## config.mk

```make
export PLATFORM = sky130hd
export DESIGN_NAME = snapshot_regfile
export DESIGN_NICKNAME = d
export VERILOG_FILES = /design/src/rtl/snapshot_regfile.sv
export SDC_FILE = /design/constraint.sdc
export NUM_CORES = 1
export LEC_CHECK = 0
export CAP_MARGIN = 20
export CORE_MARGIN = 8
export CORE_UTILIZATION = 52
export DETAILED_ROUTE_END_ITERATION = 7
export PLACE_DENSITY = 0.8
export SYNTH_ARGS = -nofsm -noshare
export SYNTH_HDL_FRONTEND = slang
export SYNTH_SLANG_ARGS = --single-unit
```

## constraint.sdc

```tcl
create_clock -name clk_i -period 2.55 [get_ports clk_i]
set_clock_uncertainty 0.15 [all_clocks]
set_input_delay 0.51 -clock clk_i [delete_from_list [all_inputs] [get_ports clk_i]]
set_output_delay 0.51 -clock clk_i [all_outputs]
set_load 0.01 [all_outputs]
```

## src/rtl/snapshot_regfile.sv

```systemverilog
// Live register bank with a shadow snapshot bank, random read port and a
// valid/ready dump stream. Define SNAPSHOT_REGFILE_SNAP_CNT_EN to enable the snapshot counter.
module snapshot_regfile #(
    parameter int REG_NUM   = 8,
    parameter int REG_WIDTH = 8
) (
    input  logic                         clk_i,
    input  logic                         rst_n_i,
    input  logic                         wr_en_i,
    input  logic [REG_NUM-1:0]           wr_mask_i,
    input  logic [REG_NUM*REG_WIDTH-1:0] wr_data_i,
    input  logic                         snap_i,
    input  logic [$clog2(REG_NUM)-1:0]   rd_addr_i,
    output logic [REG_WIDTH-1:0]         rd_data_o,
    input  logic                         dump_start_i,
    output logic                         st_valid_o,
    input  logic                         st_ready_i,
    output logic [REG_WIDTH-1:0]         st_data_o,
    output logic                         st_last_o,
    output logic                         dump_busy_o,
    output logic                         snap_pend_o,
    output logic [15:0]                  snap_cnt_o
);

    localparam int AW = $clog2(REG_NUM);

    typedef enum logic {
        IDLE   = 1'b0,
        STREAM = 1'b1
    } state_t;

    state_t               state, state_nxt;
    logic [AW-1:0]        idx, idx_nxt;
    logic                 pend, pend_nxt;
    logic                 snap_apply;
    logic                 last;
    logic [REG_WIDTH-1:0] live   [REG_NUM];
    logic [REG_WIDTH-1:0] shadow [REG_NUM];

    // NOTE: every output of this block gets a default first, so no path can infer a latch.
    always_comb begin
        state_nxt   = state;
        idx_nxt     = idx;
        pend_nxt    = pend;
        snap_apply  = 1'b0;
        last        = 1'b0;
        st_valid_o  = 1'b0;
        st_data_o   = '0;
        st_last_o   = 1'b0;
        dump_busy_o = 1'b0;
        case (state)
            IDLE: begin
                snap_apply = snap_i;
                if (dump_start_i) begin
                    state_nxt = STREAM;
                    idx_nxt   = '0;
                end
            end
            STREAM: begin
                last        = (idx == AW'(REG_NUM - 1));
                st_valid_o  = 1'b1;
                dump_busy_o = 1'b1;
                st_data_o   = shadow[idx];
                st_last_o   = last;
                if (st_ready_i && last) begin
                    // Deferred and same-edge requests merge into one snapshot here.
                    state_nxt  = IDLE;
                    idx_nxt    = '0;
                    snap_apply = pend | snap_i;
                    pend_nxt   = 1'b0;
                end else begin
                    if (st_ready_i) begin
                        idx_nxt = idx + AW'(1);
                    end
                    if (snap_i) begin
                        pend_nxt = 1'b1;
                    end
                end
            end
            default: state_nxt = IDLE;
        endcase
    end

    // NOTE: state registers use non-blocking assignments so every flop samples pre-edge values.
    always_ff @(posedge clk_i or negedge rst_n_i) begin
        if (!rst_n_i) begin
            state <= IDLE;
            idx   <= '0;
            pend  <= 1'b0;
        end else begin
            state <= state_nxt;
            idx   <= idx_nxt;
            pend  <= pend_nxt;
        end
    end

    // NOTE: both banks must read 0 after reset, so they are built from resettable flops, not RAM.
    always_ff @(posedge clk_i or negedge rst_n_i) begin
        if (!rst_n_i) begin
            for (int i = 0; i < REG_NUM; i++) begin
                live[i]   <= '0;
                shadow[i] <= '0;
            end
        end else begin
            for (int i = 0; i < REG_NUM; i++) begin
                if (wr_en_i && wr_mask_i[i]) begin
                    live[i] <= wr_data_i[i*REG_WIDTH +: REG_WIDTH];
                end
                // Shadow takes the pre-edge live value; a same-edge write lands next snapshot.
                if (snap_apply) begin
                    shadow[i] <= live[i];
                end
            end
        end
    end

    always_comb begin
        rd_data_o = '0;
        if (int'(rd_addr_i) < REG_NUM) begin
            rd_data_o = shadow[rd_addr_i];
        end
    end

    assign snap_pend_o = pend;

`ifdef SNAPSHOT_REGFILE_SNAP_CNT_EN
    logic [15:0] snap_cnt;

    always_ff @(posedge clk_i or negedge rst_n_i) begin
        if (!rst_n_i) begin
            snap_cnt <= '0;
        end else if (snap_apply) begin
            snap_cnt <= snap_cnt + 16'd1;
        end
    end

    assign snap_cnt_o = snap_cnt;
`else
    assign snap_cnt_o = '0;
`endif

endmodule

```

==> results of run 1 <==
-- what timing repair did --
item	4_1_cts	5_1_grt
hold buffers	1	0
pin swaps	0	3
setup buffers	9	5
endpoints found under the hold margin	39	0
gates cloned	2	2
gates resized for setup	77	13
endpoints found under the setup margin	17	11
-- cell type report --
cell class | count | share of cell area [%]
Clock buffer | 20 | 5.48
Clock inverter | 12 | 2.49
Sequential cell | 133 | 40.9
Tap cell | 147 | 2.26
Timing Repair Buffer | 135 | 16.5
Multi-Input combinational cell | 224 | 32.4
Inverter | 1 | 0.0461
-- layout by cell type (no fill, tap or decap) --
cell / Yosys / layout
sky130_fd_sc_hd__and2_1: 1 / 1
sky130_fd_sc_hd__conb_1: 1 / 16
sky130_fd_sc_hd__a22o_1: 2 / 2
sky130_fd_sc_hd__buf_16: 0 / 1
sky130_fd_sc_hd__clkdlybuf4s50_1: 0 / 80
sky130_fd_sc_hd__o21bai_1: 1 / 1
sky130_fd_sc_hd__mux2_1: 5 / 5
sky130_fd_sc_hd__bufinv_16: 0 / 5
sky130_fd_sc_hd__clkbuf_1: 2 / 2
sky130_fd_sc_hd__a21oi_4: 1 / 1
sky130_fd_sc_hd__mux2i_1: 8 / 8
sky130_fd_sc_hd__buf_12: 1 / 8
sky130_fd_sc_hd__mux2_4: 0 / 2
sky130_fd_sc_hd__a21oi_1: 2 / 2
sky130_fd_sc_hd__mux4_1: 15 / 11
sky130_fd_sc_hd__dfrtp_1: 133 / 131
sky130_fd_sc_hd__dlygate4sd3_1: 0 / 1
sky130_fd_sc_hd__buf_2: 2 / 16
sky130_fd_sc_hd__ha_4: 0 / 1
sky130_fd_sc_hd__clkbuf_8: 1 / 1
sky130_fd_sc_hd__ha_2: 0 / 1
sky130_fd_sc_hd__buf_4: 27 / 21
sky130_fd_sc_hd__clkinvlp_4: 0 / 1
sky130_fd_sc_hd__clkinv_2: 0 / 2
sky130_fd_sc_hd__clkbuf_2: 0 / 2
sky130_fd_sc_hd__nand2_1: 10 / 10
sky130_fd_sc_hd__clkinv_4: 0 / 4
sky130_fd_sc_hd__nor2_1: 10 / 10
sky130_fd_sc_hd__dlygate4sd2_1: 0 / 1
sky130_fd_sc_hd__buf_6: 1 / 2
sky130_fd_sc_hd__buf_8: 0 / 1
sky130_fd_sc_hd__clkbuf_16: 0 / 19
sky130_fd_sc_hd__clkinv_1: 1 / 1
sky130_fd_sc_hd__mux4_2: 17 / 21
sky130_fd_sc_hd__a31oi_1: 2 / 2
sky130_fd_sc_hd__mux2_2: 132 / 130
sky130_fd_sc_hd__dfrtp_2: 0 / 2
-- metrics by stage --
stage / hold WS, ns / TNS (ns) / utilization, % / cells
after CTS: 0.345 / -0.248 / 68.5 / 665
after global placement: 0.322 / -5.04 / 62.2 / 621
after global routing: 0.363 / -0.804 / 69.0 / 672
after floorplan: 0.0644 / 0 / - / 393
after detailed placement: 0.331 / -5.17 / 62.2 / 621
final: 0.348 / -0.379 / 69.0 / 672
-- cells in the mapped netlist --
cell type / number
sky130_fd_sc_hd__mux4_1: 15
sky130_fd_sc_hd__a22o_1: 2
sky130_fd_sc_hd__buf_2: 2
sky130_fd_sc_hd__clkbuf_8: 1
sky130_fd_sc_hd__nand2_1: 10
sky130_fd_sc_hd__nor2_1: 10
sky130_fd_sc_hd__clkinv_1: 1
sky130_fd_sc_hd__and2_1: 1
sky130_fd_sc_hd__mux2_1: 5
sky130_fd_sc_hd__conb_1: 1
sky130_fd_sc_hd__buf_6: 1
sky130_fd_sc_hd__a21oi_1: 2
sky130_fd_sc_hd__a21oi_4: 1
sky130_fd_sc_hd__o21bai_1: 1
sky130_fd_sc_hd__mux4_2: 17
sky130_fd_sc_hd__ha_1: 2
sky130_fd_sc_hd__buf_12: 1
sky130_fd_sc_hd__a31oi_1: 2
sky130_fd_sc_hd__buf_1: 1
sky130_fd_sc_hd__buf_4: 27
sky130_fd_sc_hd__dfrtp_1: 133
sky130_fd_sc_hd__mux2_2: 132
sky130_fd_sc_hd__clkbuf_1: 2
sky130_fd_sc_hd__mux2i_1: 8
-- sequential cells by signal, indices dropped and copies added (netlist names) --
| register | count |
|---|---|
| idx | 3 |
| live | 64 |
| shadow | 64 |
| snap_pend_o | 1 |
| state | 1 |
-- worst max-delay path, stage by stage, from the launching register on --
cell and delay [ns]:
sky130_fd_sc_hd__dfrtp_2 0.45, sky130_fd_sc_hd__clkbuf_16 0.18, sky130_fd_sc_hd__buf_4 0.11, sky130_fd_sc_hd__mux4_2 0.47, sky130_fd_sc_hd__mux2i_1 0.13, sky130_fd_sc_hd__nor2_1 0.07, sky130_fd_sc_hd__buf_2 0.15
-- metal layers --
metal	GRT usage (%)	share of wire (%)	up-vias
li1	-	-	1655
met1	23.9	42	1943
met2	31.8	50	135
met3	5.52	5.3	24
met4	9.17	2.8	0
met5	0	0	-
-- logic make-up (layout without fill, tap and decap cells) --
family | after synthesis | in the layout | share of synthesized area, %
buf+inv | 36 | 168 | 4.42
simple gates | 21 | 21 | 1.32
other cells | 1 | 16 | 0.0607
flops | 133 | 133 | 53.9
compound gates | 8 | 8 | 1.03
fa+ha+maj | 2 | 2 | 0.405
mux | 177 | 177 | 38.9
-- worst max path at each step --
stage	end	cells after the start
5_1_grt	st_data_o[7]	6
6_report	st_data_o[2]	6
3_5_place_dp	rd_data_o[3]	5
3_3_place_gp	rd_data_o[6]	5
4_1_cts	st_data_o[3]	5
2_1_floorplan	rd_data_o[0]	4
-- power groups by stage --
stage	logic (mW)	registers, mW	clock network [mW]
floorplan	2.04	3.11	0
global placement	2.87	3.39	0
finish	2.94	3.46	2.65
global route	3.15	3.53	2.79
CTS	2.87	3.44	2.69
detailed placement	2.94	3.44	0
==> metrics.yaml, run 1 <==
worst_setup_path:
  critPathArrivalTime_ns: 1.99
  crit_path_end_kind: "output pin"
  worstSetupPathType: "flip-flop to output pin"
  setup.worst_path.start: "idx[1]$_DFFE_PN0P_"
  rr_startpoint: "idx[1]$_DFFE_PN0P_"
  critPathRequiredTime_ns: 1.89
  timing.reg2reg.setup_slack_ns: 0.18
  startpoint_type: "flip-flop"
  worst_r2r_endpoint: "shadow[47]$_DFFE_PN0P_"
  worstPathMaxFanout: 5
  r2r.worst_path.cells: 8
clock_network:
  clock_tree.buffer_depth: 2
  number_of_sinks_on_the_clock_net: 133
  clkSlewWorstSetupHoldPaths_ns: 0.06
  cts_tree: "yes"
  ctsHtreeMaxLevel: 4
  clk_latency_ns: 0.42
  clockRootBuffer: "sky130_fd_sc_hd__clkbuf_16"
  number_of_cts_inserted_buffers: 17
pwr:
  power_internal_mw: 6.44
  p_per_area_mw_per_mm2: 1110
  power.share.clock_pct: 29.3
  worst_ir_drop_vdd_uv: 529
  power_frac_comb_pct: 32.5
  power_leakage_nw: 3.51
  sw_frac_of_total_pct: 28.8
  switchingPower_mw: 2.61
  power_frac_seq_pct: 38.2
  totalPowerFinal_mw: 9.06
timing:
  layout_setup_ws_ns: -0.0963
  max_slew.worst_pin.slew_ns: 0.563
  post-route-min-period_ns: 2.65
  fmaxAchievable_mhz: 378
  slew_violations: 0
  max_slew_margin_pct: 62.5
  finalSetupViolCount: 5
  rsz0062_at_grt: "true"
  post-route-period-util_pct: 104
  timing.final.hold_violations: 0
final_layout:
  num-nets-final: 595
  share_of_layout_cells_above_drive_strength_1_pct: 45.9
  fill_cells: 830
  multi_input_comb_area_mm2: 0.00264
  antenna_cells: 0
  seqCellArea_mm2: 0.00333
  area_delta_synth_final_pct: 32.0
  post-route-cell-area_mm2: 0.00815
die:
  row_count: 40
  die_outline_width_um: 125
  floorplan.initialDensity_pct: 52.3
  boundaryPins: 117
  die-height_um: 125
  die_area_mm2: 0.0156
  core_area_mm2: 0.0118
synth:
  synth_warnings: 0
  yosys_register_bits: 133
  netlist.top_cell.by_area: "sky130_fd_sc_hd__dfrtp_1"
  synth_area_mm2: 0.00617
  post_synth_inst_count: 378
  cell_types_with_the_largest_area_share_after_synthesis: "sky130_fd_sc_hd__dfrtp_1 54%, sky130_fd_sc_hd__mux2_2 24%, sky130_fd_sc_hd__mux4_1 6.4%"
  synth_sequential_area_ratio_pct: 53.9
  post-synth-top-area-fraction_pct: 53.9
  ys_types: 24
  syn_area_per_cell_um2: 16.3
global_routing:
  initial_antenna_violation_count: 0
  globalRoute.totalOverflow: 0
  global_router_s_overall_resource_usage_pct: 19.6
  grt_pass1_wl_um: 23300
  first_global_vias: 4112
  pin_count_of_the_biggest_net_entering_global_routing: 65
worst_hold_path:
  min-delay-path-class: "flip-flop to flip-flop"
  whs_endpoint: "shadow[8]$_DFFE_PN0P_"
  whs_path_depth: 1
  holdCritStartpoint: "live[8]$_DFFE_PN0P_"
placed_design:
  port-buffer-count: 100
  place.gp.congestion: 0.877
  detailedPlace.worstSlack_ns: -0.664
  placement.cell_area_mm2: 0.00735
  post-dp-hpwl_um: 10200
routing:
  detail_route.wirelength_um: 14900
  drtAntennaViolNets: 0
  initialDrtViolationCount: 259
  avgViaCountPerCell: 5.59
  routed_wire_length_per_instance_um: 22.1
  drt_pre_antenna_iters: 4
  vias: 3757
  detail_route.drc_violations: 0
outcome:
  failed_checks: "negative setup slack"
  outcome: "complete, but fails checks"
job:
  drv.max_cap_violation_count: 0
Power figures use the tool's default switching activity.
==> inputs of run 2 (changes only) <==
ABC_AREA = 1   (was unset)
CORE_UTILIZATION = 53   (was 52)
==> run 2 against run 1 <==
Effect of this change: the run now ends clean; global-route usage up 2.6 points; critical path depth increased by 2; power increased by 7.0%; flip-flop and latch count did not move; count of clock-buffer cells in the layout grew 4; first-iteration DRC count is 72% higher; combinational power is 26% higher; synthesized cell count rose by 120%; non-clock buffer count shrank 8; routed wire length grew 17%.
==> metrics.yaml, run 2 <==
outcome:
  outcome: "completed"
synth:
  ys_types: 22  # -8.3%
  yosysMostFrequentCell: "sky130_fd_sc_hd__nand2_1"
  yosys_register_bits: 133  # unchanged
  synth_warnings: 0  # unchanged
  synth_area_mm2: 0.00664  # +7.5%
  synthTopCellsByCount: "259 x sky130_fd_sc_hd__nand2_1, 133 x sky130_fd_sc_hd__dfrtp_1, 97 x sky130_fd_sc_hd__inv_1"
  synth_top_family_by_area: "simple AND/OR/NAND/NOR gates"
  cell_types_with_the_largest_area_share_after_synthesis: "sky130_fd_sc_hd__dfrtp_1 50%, sky130_fd_sc_hd__nand2_1 15%, sky130_fd_sc_hd__mux2_2 6.4%"
  synth_edf_count: 0  # unchanged
  ys_async_sr_fraction_pct: 100  # unchanged
  netlist.top_cell.by_area: "sky130_fd_sc_hd__dfrtp_1"
  synth_compound_area_share_pct: 8.67  # +7.6 points
  synthMuxAreaShare_pct: 6.45  # -32 points
  post-synth-top-area-fraction_pct: 50.1  # -3.8 points
  synth_sequential_area_ratio_pct: 50.1  # -3.8 points
  post_synth_inst_count: 820  # +120%
  synthAdderAreaFrac_pct: 0.377  # -0.028 points
  synth_top_flop_cell: "sky130_fd_sc_hd__dfrtp_1"
  yosys.area_share.simple_pct: 23.2  # +22 points
  syn_area_per_cell_um2: 8.09  # -50%
  synth_xor_area_share_pct: 0  # unchanged
worst_setup_path:
  critPathArrivalTime_ns: 1.78  # -0.21 ns
  worstPathMaxFanout: 9  # +4
  worstSetupPathType: "flip-flop to output pin"
  startpoint_type: "flip-flop"
  crit_path_end_kind: "output pin"
  critPathRequiredTime_ns: 1.89  # about the same
final_layout:
  fill_cells: 1048  # +26%
  post-route-cell-area_mm2: 0.00841  # +3.2%
  area_delta_synth_final_pct: 26.7
  antenna_cells: 0  # unchanged
  share_of_layout_cells_above_drive_strength_1_pct: 12.6  # -33 points
  most-common-layout-cells: "259 x sky130_fd_sc_hd__nand2_1, 132 x sky130_fd_sc_hd__dfrtp_1, 96 x sky130_fd_sc_hd__inv_1, 80 x sky130_fd_sc_hd__nand3_1, 80 x sky130_fd_sc_hd__clkdlybuf4s50_1"
  biggest_regs: "live x64, shadow x64, idx x3"
  num-nets-final: 1002  # +68%
  seqCellArea_mm2: 0.00333  # about the same
  final_common_cell: "sky130_fd_sc_hd__nand2_1"
  multi_input_comb_area_mm2: 0.00264  # +0.14%
routing:
  detail_route.drc_violations: 0  # unchanged
  routed_wire_length_per_instance_um: 15.8  # -29%
  drtAntennaViolNets: 0  # unchanged
  detail_route.wirelength_um: 17400  # +17%
  drt_pre_antenna_iters: 5  # +1
  avgViaCountPerCell: 5.12  # -8.4%
  vias: 5651  # +50%
  initialDrtViolationCount: 446  # +72%
timing:
  max_slew_margin_pct: 59.0  # -3.5 points
  post-route-min-period_ns: 2.44  # -0.206 ns
  slew_violations: 0  # unchanged
  layout_setup_ws_ns: 0.109  # +0.206 ns
  rsz0062_at_grt: "false"
  fmaxAchievable_mhz: 410  # +8.4%
  max_slew.worst_pin.slew_ns: 0.609  # +0.0465 ns
  timing.final.hold_violations: 0  # unchanged
  finalSetupViolCount: 0  # -5
  post-route-period-util_pct: 95.7  # -8.1 points
  tns_ns: 0  # +0.379 ns
global_routing:
  grt_pass1_wl_um: 28600  # +23%
  initial_antenna_violation_count: 0  # unchanged
  first_global_vias: 5639  # +37%
  pin_count_of_the_biggest_net_entering_global_routing: 91  # +40%
  globalRoute.totalOverflow: 0  # unchanged
  global_router_s_overall_resource_usage_pct: 22.2  # +2.6 points
clock_network:
  number_of_cts_inserted_buffers: 17  # unchanged
  clkSlewWorstSetupHoldPaths_ns: 0.05  # about the same
  clock_tree.buffer_depth: 2  # unchanged
  clockRootBuffer: "sky130_fd_sc_hd__clkbuf_16"
  number_of_sinks_on_the_clock_net: 133  # unchanged
  clk_latency_ns: 0.42  # about the same
  ctsHtreeMaxLevel: 4  # unchanged
  cts_tree: "yes"
placed_design:
  post-dp-hpwl_um: 12400  # +21%
  placement.cell_area_mm2: 0.00777  # +5.7%
  port-buffer-count: 100  # unchanged
  place.gp.congestion: 0.916  # +4.4%
  detailedPlace.worstSlack_ns: -0.334  # +0.330 ns
die:
  boundaryPins: 117  # unchanged
  row_count: 41  # +2.5%
  core_area_mm2: 0.0124  # +5.1%
  die-height_um: 128  # +2.4%
  floorplan.initialDensity_pct: 53.5  # +1.2 points
  die_area_mm2: 0.0164  # +4.8%
  die_outline_width_um: 128  # +2.4%
pwr:
  power_leakage_nw: 4.34  # +24%
  worst_ir_drop_vdd_uv: 620  # +17%
  totalPowerFinal_mw: 9.69  # +7.0%
  p_per_area_mw_per_mm2: 1150  # +3.7%
worst_hold_path:
  min-delay-path-class: "flip-flop to flip-flop"
job:
  drv.max_cap_violation_count: 0  # unchanged
## run 2: cell count changes after synthesis, moves of 33 or more
cell                      change
sky130_fd_sc_hd__a21oi_1     +33
sky130_fd_sc_hd__nor2_1      +33
sky130_fd_sc_hd__nand3_1     +80
sky130_fd_sc_hd__inv_1       +97
sky130_fd_sc_hd__mux2_2      -94
sky130_fd_sc_hd__nand2_1    +249
## run 2: worst paths after layout
check | startpoint | end | slack [ns] | depth (start not counted)
max | idx[1]$_DFFE_PN0P_ | st_data_o[7] | 0.11 | 8
max in group asynchronous | rst_n_i | live[35]$_DFFE_PN0P_ | 1.09 | 3
min | shadow[36]$_DFFE_PN0P_ | shadow[36]$_DFFE_PN0P_ | 0.32 | 2
max reg2reg | idx[1]$_DFFE_PN0P_ | shadow[2]$_DFFE_PN0P_ | 0.50 | 9
min in group asynchronous | rst_n_i | live[18]$_DFFE_PN0P_ | 0.50 | 2
min reg2reg | shadow[36]$_DFFE_PN0P_ | shadow[36]$_DFFE_PN0P_ | 0.32 | 2
## run 2: metal layers
| metal | wire length [um] | GRT usage (%) | up-vias |
|---|---|---|---|
| met5 | 0 | 0 | - |
| met4 | 247 | 6.50 | 0 |
| met3 | 1300 | 6.32 | 22 |
| met2 | 8000 | 34.4 | 187 |
| met1 | 7860 | 29.7 | 2682 |
| li1 | - | - | 2760 |
## run 2: layout make-up
class                           count  share of cell area, %
Clock inverter                      8                   1.73
Inverter                          101                   4.51
Clock buffer                       24                   5.85
Multi-Input combinational cell    539                   31.4
Timing Repair Buffer              127                   14.3
Sequential cell                   133                   39.6
Tap cell                          172                   2.56
## run 2: where the power goes
| group | internal [mW] | switching, mW |
|---|---|---|
| logic | 1.40 | 2.31 |
| registers | 2.81 | 0.558 |
| clock network | 1.74 | 0.876 |
## run 2: logic make-up after synthesis
group,Yosys count
other,1
AOI/OAI and AO/OA,100
buffers and inverters,163
DFF,133
adders and majority gates,2
and+or+nand+nor,383
muxes,38
## run 2: worst max-delay path: stages (launching register included)
cell and delay [ns]:
sky130_fd_sc_hd__dfrtp_1 0.38, sky130_fd_sc_hd__buf_4 0.15, sky130_fd_sc_hd__clkinv_1 0.05, sky130_fd_sc_hd__buf_4 0.16
sky130_fd_sc_hd__nand3_1 0.12, sky130_fd_sc_hd__nand3_1 0.10, sky130_fd_sc_hd__nand2_1 0.07, sky130_fd_sc_hd__nor2_1 0.17
sky130_fd_sc_hd__clkbuf_2 0.17
## run 2: repair_timing
action                                 in CTS  in global routing
hold buffers                                1                  0
setup endpoints to repair                  17                  9
endpoints found under the hold margin      39                  0
buffers inserted                            1                  0
resized for setup                          24                 25
## run 2: stage by stage
stage	util (%)	cells	hold WS, ns
CTS	67.8	1104	0.325
finish	67.7	1104	0.324
global placement	62.6	1070	0.304
global route	67.7	1104	0.333
floorplan	-	835	0.0644
detailed placement	62.6	1070	0.309
